--- src/rtl/pwm_demod_pkg.sv ---
// Shared definitions for the PWM transmit/receive pair.
//   - state_e: receiver FSM states (HUNT, MEASURE)
//   - DEFAULT_CYCLES_PER_WINDOW: window length shared with the dac transmitter
//   - sat_code(): clamp a window high-count to the largest representable code
package pwm_pkg;

  typedef enum logic [0:0] {
    HUNT    = 1'b0,
    MEASURE = 1'b1
  } state_e;

  localparam int DEFAULT_CYCLES_PER_WINDOW = 1024;

  // A window that is high on every cycle counts CYCLES_PER_WINDOW, one more
  // than the code width can hold; clamp it to the top code instead of wrapping.
  // Operates on 32-bit values so one helper serves any CODE_WIDTH; the caller
  // truncates the result to its own code width.
  function automatic logic [31:0] sat_code(input logic [31:0] count,
                                           input logic [31:0] max_code);
    logic [31:0] result;
    if (count > max_code) begin
      result = max_code;
    end else begin
      result = count;
    end
    return result;
  endfunction

endpackage

--- src/rtl/pwm_demod_sync_edge.sv ---
// Input synchronizer followed by a rising-edge detector.
// Ports:
//   clk    in   system clock
//   reset  in   synchronous active-high reset; clears all flops
//   din_i  in   asynchronous (or same-clock) 1-bit input
//   p      out  synchronized sample of din_i (SYNC_STAGES cycles late)
//   rise   out  p & ~p_prev: high in the cycle p first goes high
// SYNC_STAGES = 0 bypasses the synchronizer (for same-clock sources).
module sync_edge #(
  parameter int SYNC_STAGES = 2
) (
  input  logic clk,
  input  logic reset,
  input  logic din_i,
  output logic p,
  output logic rise
);

  logic p_prev_q;

  generate
    if (SYNC_STAGES == 0) begin : g_bypass
      assign p = din_i;
    end else begin : g_sync
      logic [SYNC_STAGES-1:0] sync_q;

      // Shift register synchronizer; stage 0 captures the raw input.
      always_ff @(posedge clk) begin
        if (reset) begin
          sync_q <= '0;
        end else begin
          sync_q[0] <= din_i;
          for (int i = 1; i < SYNC_STAGES; i++) begin
            sync_q[i] <= sync_q[i-1];
          end
        end
      end

      assign p = sync_q[SYNC_STAGES-1];
    end
  endgenerate

  // Previous-sample flop for edge detection.
  always_ff @(posedge clk) begin
    if (reset) begin
      p_prev_q <= 1'b0;
    end else begin
      p_prev_q <= p;
    end
  end

  assign rise = p & ~p_prev_q;

endmodule

--- src/rtl/pwm_demod.sv ---
// PWM demodulator: recovers the per-window duty code from a 1-bit PWM stream.
// Locks to the window boundary on a rising edge, counts high cycles across
// CYCLES_PER_WINDOW positions and reports the count with a 1-cycle strobe.
// Ports:
//   clk         in   system clock
//   reset       in   synchronous active-high reset
//   pwm         in   PWM input stream
//   code        out  recovered duty code, held between strobes
//   code_valid  out  1-cycle strobe: code updated this cycle
//   locked      out  high while aligned to window boundaries
//   sync_err    out  1-cycle strobe: rising edge seen mid-window
// All outputs come straight from flops.
module pwm_demod
  import pwm_pkg::*;
#(
  parameter int CYCLES_PER_WINDOW = DEFAULT_CYCLES_PER_WINDOW,
  parameter int CODE_WIDTH        = $clog2(CYCLES_PER_WINDOW),
  parameter int SYNC_STAGES       = 2
) (
  input  logic                  clk,
  input  logic                  reset,
  input  logic                  pwm,
  output logic [CODE_WIDTH-1:0] code,
  output logic                  code_valid,
  output logic                  locked,
  output logic                  sync_err
);

  // Counters are one bit wider than the code so a full-window count of
  // CYCLES_PER_WINDOW is representable before saturation.
  localparam logic [CODE_WIDTH:0] LAST_POS = (CODE_WIDTH+1)'(CYCLES_PER_WINDOW - 1);
  localparam logic [CODE_WIDTH:0] ONE      = (CODE_WIDTH+1)'(1);

  logic                  p_s;
  logic                  rise_s;
  logic [CODE_WIDTH:0]   hcnt_inc_d;

  state_e                state_q;
  logic [CODE_WIDTH:0]   wcnt_q;
  logic [CODE_WIDTH:0]   hcnt_q;
  logic [CODE_WIDTH-1:0] code_q;
  logic                  code_valid_q;
  logic                  locked_q;
  logic                  sync_err_q;

  sync_edge #(
    .SYNC_STAGES (SYNC_STAGES)
  ) u_sync_edge (
    .clk   (clk),
    .reset (reset),
    .din_i (pwm),
    .p     (p_s),
    .rise  (rise_s)
  );

  // High count including the current sample.
  assign hcnt_inc_d = hcnt_q + (CODE_WIDTH+1)'(p_s);

  // Window-tracking FSM with registered outputs. wcnt_q holds the window
  // position of the current sample; 0 means a new window starts here.
  always_ff @(posedge clk) begin
    if (reset) begin
      state_q      <= HUNT;
      wcnt_q       <= '0;
      hcnt_q       <= '0;
      code_q       <= '0;
      code_valid_q <= 1'b0;
      locked_q     <= 1'b0;
      sync_err_q   <= 1'b0;
    end else begin
      code_valid_q <= 1'b0;
      sync_err_q   <= 1'b0;
      case (state_q)
        HUNT: begin
          // The edge cycle is position 0 and is itself a high sample.
          if (rise_s) begin
            state_q <= MEASURE;
            wcnt_q  <= ONE;
            hcnt_q  <= ONE;
          end else begin
            state_q <= HUNT;
          end
        end
        MEASURE: begin
          if (rise_s && (wcnt_q != '0)) begin
            // Edge off the expected boundary: drop the partial window and
            // restart with this cycle as position 0.
            sync_err_q <= 1'b1;
            locked_q   <= 1'b0;
            wcnt_q     <= ONE;
            hcnt_q     <= ONE;
          end else if (wcnt_q == LAST_POS) begin
            // Last position: publish and restart at position 0 next cycle,
            // where the generic increment yields wcnt = 1, hcnt = p.
            code_q       <= CODE_WIDTH'(sat_code(32'(hcnt_inc_d),
                                                 32'(CYCLES_PER_WINDOW - 1)));
            code_valid_q <= 1'b1;
            locked_q     <= 1'b1;
            wcnt_q       <= '0;
            hcnt_q       <= '0;
          end else begin
            wcnt_q <= wcnt_q + ONE;
            hcnt_q <= hcnt_inc_d;
          end
        end
        default: begin
          state_q <= HUNT;
        end
      endcase
    end
  end

  assign code       = code_q;
  assign code_valid = code_valid_q;
  assign locked     = locked_q;
  assign sync_err   = sync_err_q;

endmodule
--- config.mk ---
export PLATFORM = sky130hd
export DESIGN_NAME = pwm_demod
export DESIGN_NICKNAME = d
export VERILOG_FILES = /design/src/rtl/pwm_demod_pkg.sv /design/src/rtl/pwm_demod_sync_edge.sv /design/src/rtl/pwm_demod.sv
export SDC_FILE = /design/constraint.sdc
export NUM_CORES = 1
export LEC_CHECK = 0
export CORE_ASPECT_RATIO = 1.2
export CORE_MARGIN = 8
export CORE_UTILIZATION = 48
export DETAILED_ROUTE_END_ITERATION = 10
export GPL_TIMING_DRIVEN = 0
export PLACE_DENSITY = 0.7
export SETUP_SLACK_MARGIN = 0.05
export SLEW_MARGIN = 20
export SYNTH_ARGS = -nofsm -noshare
export SYNTH_HDL_FRONTEND = slang
export SYNTH_SLANG_ARGS = --single-unit
--- constraint.sdc ---
create_clock -name clk -period 1.9 [get_ports clk]
set_input_delay 0.285 -clock clk [delete_from_list [all_inputs] [get_ports clk]]
set_output_delay 0.285 -clock clk [all_outputs]
set_load 0.02 [all_outputs]
---- Word level (Yosys, flattened, before mapping) ----
Index checks and enable logic that the tools add are counted.
storage, ports and cells
  flip-flop bits (word level) ............. 39
  output and inout port bits .............. 13
cells by class
  add/sub/neg operators ................... 2
  order comparisons ....................... 1
  equality and inequality tests ........... 2
  multiplexer cells ....................... 14
  bitwise operators ....................... 4
  reduce and logical (&&, ||, !) cells .... 7
operators by type and width
  cell                     count
  $mux W11                 5
  $pmux W11 S2             2
  $add A11 B1 Y11          1
  $add A11 B1 Y11 const B  1
  $eq A11 B10 Y1 const B   1
  $gt A11 B10 Y1 const B   1
  $reduce_bool A11 Y1      1
  $mux W10                 1
  $mux W1                  6
  $not A1 Y1               3
  $reduce_and A3 Y1        1
  $reduce_or A3 Y1         1
  $ne A2 B2 Y1 const B     1
  $reduce_and A2 Y1        1
  $reduce_bool A2 Y1       1
  $reduce_or A2 Y1         1
  $and A1 B1 Y1            1
  $logic_and A1 B1 Y1      1

---- Depth between registers and ports, before layout ----
Gate-level depths: netlist (run 1).
  depth in word-level cells ............... 5
  depth in mapped cells ................... 8
  gate-level depth less buffers ........... 7

---- By module ----
A second synthesis (run 1) with hierarchy kept.
second synthesis, totals
  cell total of the unflattened synthesis .. 221
  area total of the unflattened synthesis .. 1894.3 um2
by module, submodules not included
  module     times used  cells each  area an instance (um2)  sequential area each (um2)
  pwm_demod  1           214         1806.7                  720.7
  sync_edge  1           7           87.6                    60.1

---- Least setup slack after synthesis (run 1) ----
OpenSTA, ideal clock, no wires.
  kind .................................... reg2reg
  from .................................... reg u_sync_edge.g_sync.sync_q[1]
  to ...................................... reg hcnt_q[6]
  arrival ................................. 1.715 ns
  required time ........................... 1.794 ns
  slack ................................... 0.079 ns
  stages on the path, launching flop included .. 7
  buffers on the path ..................... 0
  cells stage by stage .................... dfxtp_1 > ha_1 > ha_1 > and3_1 > nand3_1 > or4_1 > o311ai_0
between the ends
  cells in the longest elaborated chain, start to end .. 4
ends and longest elaborated chain
  what                                                     RTL line                                    source
  start: declaration                                       pwm_demod_sync_edge.sv:25                   logic [SYNC_STAGES-1:0] sync_q;
  start signal: indexed assignment                         pwm_demod_sync_edge.sv:34                   sync_q[i] <= sync_q[i-1];
  $add A11 B1 Y11 / $and A1 B1 Y1 (equally long branches)  pwm_demod.sv:57, pwm_demod_sync_edge.sv:52
  $mux W11 / $logic_and A1 B1 Y1 (equally long branches)   pwm_demod.sv:92, pwm_demod.sv:85
  $mux W11                                                 pwm_demod.sv:85                             if (rise_s && (wcnt_q != '0)) begin
  $pmux W11 S2                                             pwm_demod.sv:73                             case (state_q)
  end signal: assignment                                   pwm_demod.sv:103                            hcnt_q <= hcnt_inc_d;
  end: declaration                                         pwm_demod.sv:40                             logic [CODE_WIDTH:0] hcnt_q;
Parallel ways exist; a longest one is shown, timed or not.
A chain may end at the register's enable or synchronous reset.

---- Worst setup path in the final report (run 1) ----
  from .................................... reg wcnt_q[0]
  to ...................................... reg hcnt_q[3]
between the ends
  cells in the longest elaborated chain, start to end .. 4
ends and longest elaborated chain
  what                                                          RTL line                          source
  start: declaration                                            pwm_demod.sv:39                   logic [CODE_WIDTH:0] wcnt_q;
  start signal: assignment                                      pwm_demod.sv:102                  wcnt_q <= wcnt_q + ONE;
  $eq A11 B10 Y1 / $reduce_bool A11 Y1 (equally long branches)  pwm_demod.sv:92, pwm_demod.sv:85
  $mux W11 / $logic_and A1 B1 Y1 (equally long branches)        pwm_demod.sv:92, pwm_demod.sv:85
  $mux W11 (*)                                                  pwm_demod.sv:85
  $pmux W11 S2 (*)                                              pwm_demod.sv:73
Every way passes the cells marked *; elsewhere a longest branch is shown, timed or not.

==> results.sh, run 1 <==
export IMPL_grt_max_degree=13
export IMPL_avgSynthCellArea_um2=8.89
export IMPL_die_w_um=74.8
export IMPL_clock_latency_ns=0.30
export IMPL_syn_nets=231
export IMPL_grt_util_all_layers_pct=16.1
export IMPL_final_layout_size_suffix_gt1_share_pct=23.0
export IMPL_synth_cell_type_count=48
export IMPL_io_pins=16
export IMPL_critPathLaunchType="flop"
export IMPL_netlist_top_cells_count="dfxtp_1 (39), nor2_1 (23), nand2_1 (17), a21oi_1 (13), nand3_1 (12)"
export IMPL_period_needed_ns=1.87
export IMPL_hold_class="reg -> reg"
export IMPL_gp_congestion=0.842
export IMPL_drc=0
export IMPL_synth_edf_count=0
export IMPL_yosysMostFrequentCell="dfxtp_1"
export IMPL_grt_antenna_before_repair=0
export IMPL_wl_per_cell_um=15.9
export IMPL_clock_skew_ns=0.00710
export IMPL_setup_tns_ns=0
export IMPL_synth_seq_area_share_pct=39.2
export IMPL_critPathMaxStageDelay_ns=0.38
export IMPL_drt_iter0_drc=155
export IMPL_cp_end_kind="flop"
export IMPL_cts_buffers=5
export IMPL_rows=25
export IMPL_crit_chain="inv_4 > ha_4 > nor4b_4 > buf_4 > nand4_1 > o21a_1 > o31ai_2 > a22o_2"
export IMPL_cp_arrival_ns=2.11
export IMPL_routed_via_count=1798
export IMPL_io_buffers=15
export IMPL_ys_seq_elements=39
export IMPL_synthCells=224
export IMPL_htree_levels=2
export IMPL_outcome="finished, final reports clean"
export IMPL_synth_async_reset_ratio_pct=0
export IMPL_cts_root_buf="clkbuf_8"
export IMPL_drv_cap=0
export IMPL_fin_hold_ws_ns=0.442
export IMPL_nFillCells=343
export IMPL_synth_top_cells_by_area="dfxtp_1 (39%), nor2_1 (4.3%), a21oi_1 (3.3%)"
export IMPL_coreArea_um2=3970
export IMPL_cts_tree="built"
export IMPL_relSlewSlack_pct=59.4
export IMPL_clkSinkCount=39
export IMPL_synth_largest_area_cell="dfxtp_1"
export IMPL_grt_overflow=0
export IMPL_fin_nets=262
export IMPL_register_area_um2=791
export IMPL_hpwlAfterDp_um=3370
export IMPL_ir_drop_mv=0.391
export IMPL_die_y_um=86.5
export IMPL_yosysWarnings=0
export IMPL_synth_flop_cell="dfxtp_1"
export IMPL_multi_input_area_um2=1260
export IMPL_grt_pass1_wl_um=8050
export IMPL_viasPerCell=5.80
export IMPL_netlist_area_um2=1990
export IMPL_clkTransAtPathRegs_ns=0.08
export IMPL_cp_slowest_cell="dfxtp_4"
export IMPL_drt_wl_total_um=4930
export IMPL_start_util_pct=50.1
export IMPL_rsz0062_at_grt="yes"
export IMPL_critPathKind="reg -> reg"
export IMPL_diodes=0
export IMPL_yosys_area_top_type_share_pct=39.2
export IMPL_area_growth_pct=26.9
export IMPL_max_freq_mhz=536
export IMPL_cp_max_fo=6
export IMPL_crit_buf_inv=2
export IMPL_dieArea_um2=6470
export IMPL_hold_violations=0
export IMPL_required_ns=2.15
export IMPL_holdBufCountCts=0
export IMPL_setup_viol=0
export IMPL_final_max_slew_viol_count=0
export IMPL_ant_nets=0
export IMPL_powerDensity_nw_per_um2=625
export IMPL_crit_family="compound AO/OA/AOI/OAI gates"
export IMPL_drt_pass1_iter_count=4
export IMPL_worstMarginPinSlew_ns=0.609
export IMPL_first_global_vias=1686
export IMPL_period_share_pct=98.2
export IMPL_cts_buffer_depth=2
export IMPL_power_leakage_nw=0.837
[worst reg2reg max path, cell delays in order, from the launching register on]
cell and delay (ns):
dfxtp_4 0.38, inv_4 0.07, ha_4 0.12, nor4b_4 0.27
buf_4 0.17, nand4_1 0.15, o21a_1 0.22, o31ai_2 0.26
a22o_2 0.18
[state kept, by name, summed over array words and instances (netlist names)]
signal and count:
u_sync_edge.p_prev_q 1, hcnt_q 11, sync_err 1, code_valid 1, wcnt_q 11, locked 1
code 10, u_sync_edge.g_sync.sync_q 2, state_q 1
[timing repair]
item / 4_1_cts / 5_1_grt
setup endpoints to repair: 17 / 30
endpoints found under the hold margin: 0 / 0
gates resized for setup: 11 / 24
pin swaps: 3 / 13
buffers inserted: 3 / 6
[path summary, 6_finish.rpt]
path                                                    from                           end  slack (ns)  cells past startpoint
worst min-delay path            u_sync_edge.g_sync.sync_q[0]  u_sync_edge.g_sync.sync_q[1]        0.44                      1
worst max-delay path                               wcnt_q[0]                     hcnt_q[3]        0.03                      8
worst max register to register                     wcnt_q[0]                     hcnt_q[3]        0.03                      8
worst min register to register  u_sync_edge.g_sync.sync_q[0]  u_sync_edge.g_sync.sync_q[1]        0.44                      1
[cell families (layout without fill, tap and decap cells)]
logic type                 after synthesis  after routing  synth area share [%]
AOI/OAI and AO/OA                       59             59                  21.6
xor gates and xnor gates                10             10                  4.40
adders and majority gates                4              4                  2.51
buffers and inverters                   14             46                  3.71
DFF                                     39             39                  39.2
and+or+nand+nor                         98             98                  28.6
[area by class of cell]
cell class / instances / share of cell area, %
repair buffers: 24 / 8.62
multi-input cells: 171 / 49.9
clock buffers: 7 / 3.81
flip-flops and latches: 39 / 31.3
well taps: 54 / 2.67
inverters: 4 / 0.792
clock inverters: 1 / 0.297
plain buffers: 10 / 2.58
[metrics by stage]
stage          total power [mW]  area (µm²)  util, %  instances  worst slack, ns
3_5_place_dp              0.949        2210     55.6        293           -0.227
3_3_place_gp              0.948        2210     55.6        293           -0.179
2_1_floorplan             0.916        1990        -        224           0.0787
4_1_cts                    1.58        2380     60.0        304           0.0458
5_1_grt                    1.63        2530     63.6        310          -0.0203
6_report                   1.58        2530     63.6        310           0.0343
[power breakdown]
| part | total, mW | switching [mW] | internal, mW |
|---|---|---|---|
| combinational | 0.116 | 0.0722 | 0.0435 |
| sequential | 0.835 | 0.0114 | 0.824 |
| clock | 0.626 | 0.296 | 0.330 |
[layer usage]
metal,share of wire (%),vias up,global-route usage (%)
li1,-,895,-
met1,43,856,19.0
met2,51,40,26.7
met3,4.4,7,3.35
met4,1.8,0,7.68
met5,0,-,0
[cells in the final DEF, fill, tap and decap left out, types with 4 or more instances in the layout]
cell type,synthesis,layout
a311oi_1,5,5
o21ai_0,10,10
xnor2_1,7,7
clkbuf_1,5,5
a211oi_1,6,5
buf_4,1,9
nor3_4,1,4
a21oi_1,13,12
clkdlybuf4s50_1,0,15
nand3_1,12,9
nor3_1,9,9
dfxtp_1,39,35
ha_4,0,4
nor2b_1,5,5
nor2_1,23,23
clkbuf_8,0,7
nand2b_1,6,6
nand2_1,17,17
No activity file was read; power rests on OpenSTA's default activity.
==> run 2: changes to the inputs <==
--- a/config.mk
+++ b/config.mk
@@ -8,9 +8,11 @@
 export CORE_ASPECT_RATIO = 1.2
 export CORE_MARGIN = 8
 export CORE_UTILIZATION = 48
+export CTS_CLUSTER_SIZE = 20
 export DETAILED_ROUTE_END_ITERATION = 10
 export GPL_TIMING_DRIVEN = 0
 export PLACE_DENSITY = 0.7
+export RECOVER_POWER = 100
 export SETUP_SLACK_MARGIN = 0.05
 export SLEW_MARGIN = 20
 export SYNTH_ARGS = -nofsm -noshare
==> run 2 against run 1 <==
Clock power is essentially flat. First-iteration DRC count unchanged. Count of clock-buffer cells in the layout unchanged. Sequential power about the same. Critical path depth is the same. Non-clock buffer count unchanged. Worst setup slack did not move. Combinational power about the same. Utilization is the same. Hold slack stayed put. Sequential share of layout area stayed put. Sequential cell count unchanged. Critical endpoint unchanged. Largest cell class unchanged. Highest routed layer unchanged.
==> results.sh, run 2 (synthesis results as in run 1) <==
export IMPL_outcome="finished, final reports clean"
export IMPL_ant_nets=0
export IMPL_grt_antenna_before_repair=0
export IMPL_die_w_um=74.8
export IMPL_route_met3_wl_um=218
export IMPL_cp_end_kind="flop"
export IMPL_top_layer="met4"
export IMPL_cp_slowest_cell="dfxtp_4"
export IMPL_required_ns=2.15
export IMPL_io_buffers=15
export IMPL_cts_tree="built"
export IMPL_nFillCells=343
export IMPL_power_leakage_nw=0.837
export IMPL_wl_met2_um=2500
export IMPL_crit_chain="inv_4 > ha_4 > nor4b_4 > buf_4 > nand4_1 > o21a_1 > o31ai_2 > a22o_2"
export IMPL_hold_violations=0
export IMPL_fin_nets=262
export IMPL_fin_util_pct=63.6
export IMPL_cp_max_fo=6
export IMPL_clkTransAtPathRegs_ns=0.08
export IMPL_area_growth_pct=26.9
export IMPL_cp_arrival_ns=2.11
export IMPL_clkSinkCount=39
export IMPL_cts_buffers=5
export IMPL_wirelength_met1_um=2120
export IMPL_max_freq_mhz=536
export IMPL_grt_util_all_layers_pct=16.1
export IMPL_rows=25
export IMPL_cts_buffer_depth=2
export IMPL_critPathMaxStageDelay_ns=0.38
export IMPL_drc=0
export IMPL_clock_skew_ns=0.00710
export IMPL_final_layout_size_suffix_gt1_share_pct=23.0
export IMPL_finalNonFillerCells=310
export IMPL_viasPerCell=5.80
export IMPL_final_cell_mix="dfxtp_1 (35), nor2_1 (23), nand2_1 (17)"
export IMPL_period_needed_ns=1.87
export IMPL_relSlewSlack_pct=59.4
export IMPL_drv_cap=0
export IMPL_cts_root_buf="clkbuf_8"
export IMPL_ir_drop_mv=0.391
export IMPL_dp_cells=293
export IMPL_drt_iter0_drc=155
export IMPL_coreArea_um2=3970
export IMPL_grt_max_degree=13
export IMPL_final_max_slew_viol_count=0
export IMPL_routed_via_count=1798
export IMPL_io_pins=16
export IMPL_diodes=0
export IMPL_setup_viol=0
export IMPL_fin_hold_ws_ns=0.442
export IMPL_htree_levels=2
export IMPL_die_y_um=86.5
export IMPL_critPathLaunchType="flop"
export IMPL_wl_per_cell_um=15.9
export IMPL_period_share_pct=98.2
export IMPL_clock_latency_ns=0.30
export IMPL_rsz0062_at_grt="yes"
export IMPL_register_area_um2=791
export IMPL_drt_pass1_iter_count=4
export IMPL_holdBufCountCts=0
export IMPL_crit_buf_inv=2
export IMPL_hpwlAfterDp_um=3370
export IMPL_start_util_pct=50.1
export IMPL_hold_class="reg -> reg"
export IMPL_first_global_vias=1686
export IMPL_powerDensity_nw_per_um2=624
export IMPL_gp_congestion=0.842
export IMPL_layout_commonest_cell="dfxtp_1"
export IMPL_dieArea_um2=6470
export IMPL_critPathKind="reg -> reg"
export IMPL_crit_family="compound AO/OA/AOI/OAI gates"
export IMPL_worstMarginPinSlew_ns=0.609
export IMPL_grt_pass1_wl_um=8050
export IMPL_multi_input_area_um2=1260
export IMPL_drt_wl_total_um=4930
export IMPL_grt_overflow=0
-- run 2: cell count changes in the layout (fill, tap and decap cells not counted), sizes merged --
| cell | before | now |
|---|---|---|
| clkdlybuf4s50 | 15 | 14 |
| dlygate4sd3 | 0 | 1 |
-- run 2: what timing repair did --
item / in CTS / in global routing
buffers inserted: 3 / 6
pin swaps: 3 / 13
endpoints found under the hold margin: 0 / 0
resized for setup: 11 / 24
endpoints found under the setup margin: 17 / 30
-- run 2: per-stage QoR --
stage	setup TNS [ns]	power (mW)	worst slack, ns	cell area, µm²
floorplan	0	0.916	0.0787	1990
global placement	-1.24	0.948	-0.179	2210
detailed placement	-1.69	0.949	-0.227	2210
CTS	0	1.58	0.0458	2380
global route	-0.0319	1.63	-0.0203	2530
finish	0	1.58	0.0343	2530
-- run 2: worst paths after layout --
kind	startpoint	to	slack, ns	cells after the start
worst max-delay path	wcnt_q[0]	hcnt_q[3]	0.03	8
worst min-delay path	u_sync_edge.g_sync.sync_q[0]	u_sync_edge.g_sync.sync_q[1]	0.44	1
worst max register to register	wcnt_q[0]	hcnt_q[3]	0.03	8
worst min register to register	u_sync_edge.g_sync.sync_q[0]	u_sync_edge.g_sync.sync_q[1]	0.44	1
-- run 2: per-layer routing --
metal  up-vias  GRT usage [%]
met5         -              0
met1       856           19.0
met3         7           3.35
li1        895              -
met4         0           7.68
met2        40           26.7
-- run 2: final cells by class --
cell class                      instances  area share, %
Buffer                                 10           2.58
Clock buffer                            7           3.81
Clock inverter                          1          0.297
Inverter                                4          0.792
Multi-Input combinational cell        171           49.9
Sequential cell                        39           31.3
Tap cell                               54           2.67
Timing Repair Buffer                   24           8.62
-- run 2: power breakdown --
group	internal, mW	switching, mW
combinational	0.0431	0.0722
sequential	0.824	0.0114
clock	0.330	0.296
==> run 3: changes to the inputs <==
--- a/config.mk
+++ b/config.mk
@@ -11,7 +11,7 @@
 export CTS_CLUSTER_SIZE = 20
 export DETAILED_ROUTE_END_ITERATION = 10
 export GPL_TIMING_DRIVEN = 0
-export PLACE_DENSITY = 0.7
+export PLACE_DENSITY = 0.79
 export RECOVER_POWER = 100
 export SETUP_SLACK_MARGIN = 0.05
 export SLEW_MARGIN = 20
==> run 3 against run 2 <==
Utilization shrank 0.98 points. Total power shrank 0.67%. Via count is essentially flat. Die area is the same. Count of clock-buffer cells in the layout grew 1. Highest routed layer unchanged. Clock power shrank 2%. Non-clock buffer count shrank 1. Critical endpoint is now code[6]. Global-route usage shrank 0.15 points. Register-to-register slack gained 0.04 ns. Sequential share of layout area grew 0.34 points.
==> results.sh, run 3 (synthesis results as in run 1) <==
export IMPL_gp_congestion=0.882
export IMPL_cp_end_kind="flop"
export IMPL_dieArea_um2=6470
export IMPL_required_ns=2.06
export IMPL_first_global_vias=1670
export IMPL_hpwlAfterDp_um=3370
export IMPL_multi_input_area_um2=1240
export IMPL_global_route_usage_met2_pct=27.6
export IMPL_power_leakage_nw=0.870
export IMPL_min_path_cells=1
export IMPL_clock_skew_ns=0.00513
export IMPL_hold_violations=0
export IMPL_ir_drop_mv=0.285
export IMPL_drt_wl_total_um=5080
export IMPL_clock_latency_ns=0.29
export IMPL_fin_util_pct=62.6
export IMPL_die_w_um=74.8
export IMPL_placed_cell_area_um2=2210
export IMPL_register_area_um2=787
export IMPL_grt_pass1_wl_um=8020
export IMPL_drc=0
export IMPL_outcome="finished, final reports clean"
export IMPL_grt_util_all_layers_pct=16.0
export IMPL_coreArea_um2=3970
export IMPL_final_area_um2=2490
export IMPL_period_needed_ns=1.82
export IMPL_period_share_pct=95.9
export IMPL_drv_cap=0
export IMPL_busiest_layer="met2"
export IMPL_wl_per_cell_um=16.4
export IMPL_nFillCells=340
export IMPL_cp_max_fo=10
export IMPL_cp_arrival_ns=1.98
export IMPL_routed_via_count=1797
export IMPL_io_pins=16
export IMPL_relSlewSlack_pct=63.2
export IMPL_die_y_um=86.5
export IMPL_met1_usage_pct=17.7
export IMPL_use_met3_pct=4.27
export IMPL_diodes=0
export IMPL_viasPerCell=5.82
export IMPL_cts_buffers=5
export IMPL_grt_antenna_before_repair=0
export IMPL_cts_tree="built"
export IMPL_clkSinkCount=39
export IMPL_clkTransAtPathRegs_ns=0.07
export IMPL_final_layout_size_suffix_gt1_share_pct=20.0
export IMPL_area_growth_pct=25.0
export IMPL_start_util_pct=50.1
export IMPL_hold_class="reg -> reg"
export IMPL_cts_buffer_depth=2
export IMPL_setup_viol=0
export IMPL_critPathKind="reg -> reg"
export IMPL_fin_nets=261
export IMPL_worstMarginPinSlew_ns=0.553
export IMPL_htree_levels=2
export IMPL_grt_overflow=0
export IMPL_drt_pass1_iter_count=4
export IMPL_rsz0062_at_grt="yes"
export IMPL_io_buffers=15
export IMPL_layout_commonest_cell="dfxtp_1"
export IMPL_ant_nets=0
export IMPL_powerDensity_nw_per_um2=630
export IMPL_grt_max_degree=12
export IMPL_rows=25
export IMPL_max_freq_mhz=549
export IMPL_cts_root_buf="clkbuf_8"
export IMPL_drt_iter0_drc=133
export IMPL_ff2ff_path_depth=9
export IMPL_critPathLaunchType="flop"
export IMPL_final_cell_mix="dfxtp_1 (36), nor2_1 (23), nand2_1 (17)"
export IMPL_final_max_slew_viol_count=0
==> run 3: power by group <==
group          total [mW]  switching [mW]  leakage, nW  internal (mW)
combinational       0.114          0.0711        0.502         0.0431
clock               0.616           0.284       0.0515          0.331
sequential          0.837          0.0113        0.317          0.825
total                1.57           0.367        0.870           1.20
==> run 3: worst paths after layout <==
path	endpoint	startpoint	slack (ns)
worst min register to register	u_sync_edge.g_sync.sync_q[1]	u_sync_edge.g_sync.sync_q[0]	0.45
worst max register to register	code[6]	wcnt_q[1]	0.08
worst min-delay path	u_sync_edge.g_sync.sync_q[1]	u_sync_edge.g_sync.sync_q[0]	0.45
worst max-delay path	code[6]	wcnt_q[1]	0.08
==> run 3: worst max-delay path, cell delays in order (launching register included) <==
cell	delay [ns]
dfxtp_2	0.40
inv_1	0.07
ha_1	0.18
nor4b_4	0.13
buf_4	0.16
a31o_4	0.27
and3_1	0.17
buf_6	0.14
o311ai_1	0.08
a21oi_1	0.10
==> run 3: timing repair <==
action,CTS,global route
hold buffers,0,0
endpoints found under the setup margin,15,29
endpoints found under the hold margin,0,0
gates resized for setup,9,18
buffers inserted,2,6
pin swaps,3,4
==> run 3: per-layer routing <==
metal	up-vias	wire, µm
met2	44	2700
met1	851	2010
met5	-	0
met3	10	277
li1	892	-
met4	0	95
==> run 3: cell type report <==
type	instances	area share [%]
tap	54	2.72
buffer	10	2.57
timing repair buffer	23	8.45
inverter	4	0.604
clock buffer	8	4.02
sequential	39	31.6
multi-input combinational	171	50.0
==> run 3: metrics by stage <==
stage          instances  total power, mW  setup WS [ns]  hold WS (ns)  setup TNS (ns)
6_report             309             1.57         0.0782         0.446               0
5_1_grt              309             1.62        -0.0117         0.469         -0.0258
4_1_cts              303             1.56         0.0230         0.455               0
3_5_place_dp         293            0.948         -0.169         0.438          -0.771
3_3_place_gp         293            0.946         -0.147         0.420          -0.481
2_1_floorplan        224            0.916         0.0787         0.413               0
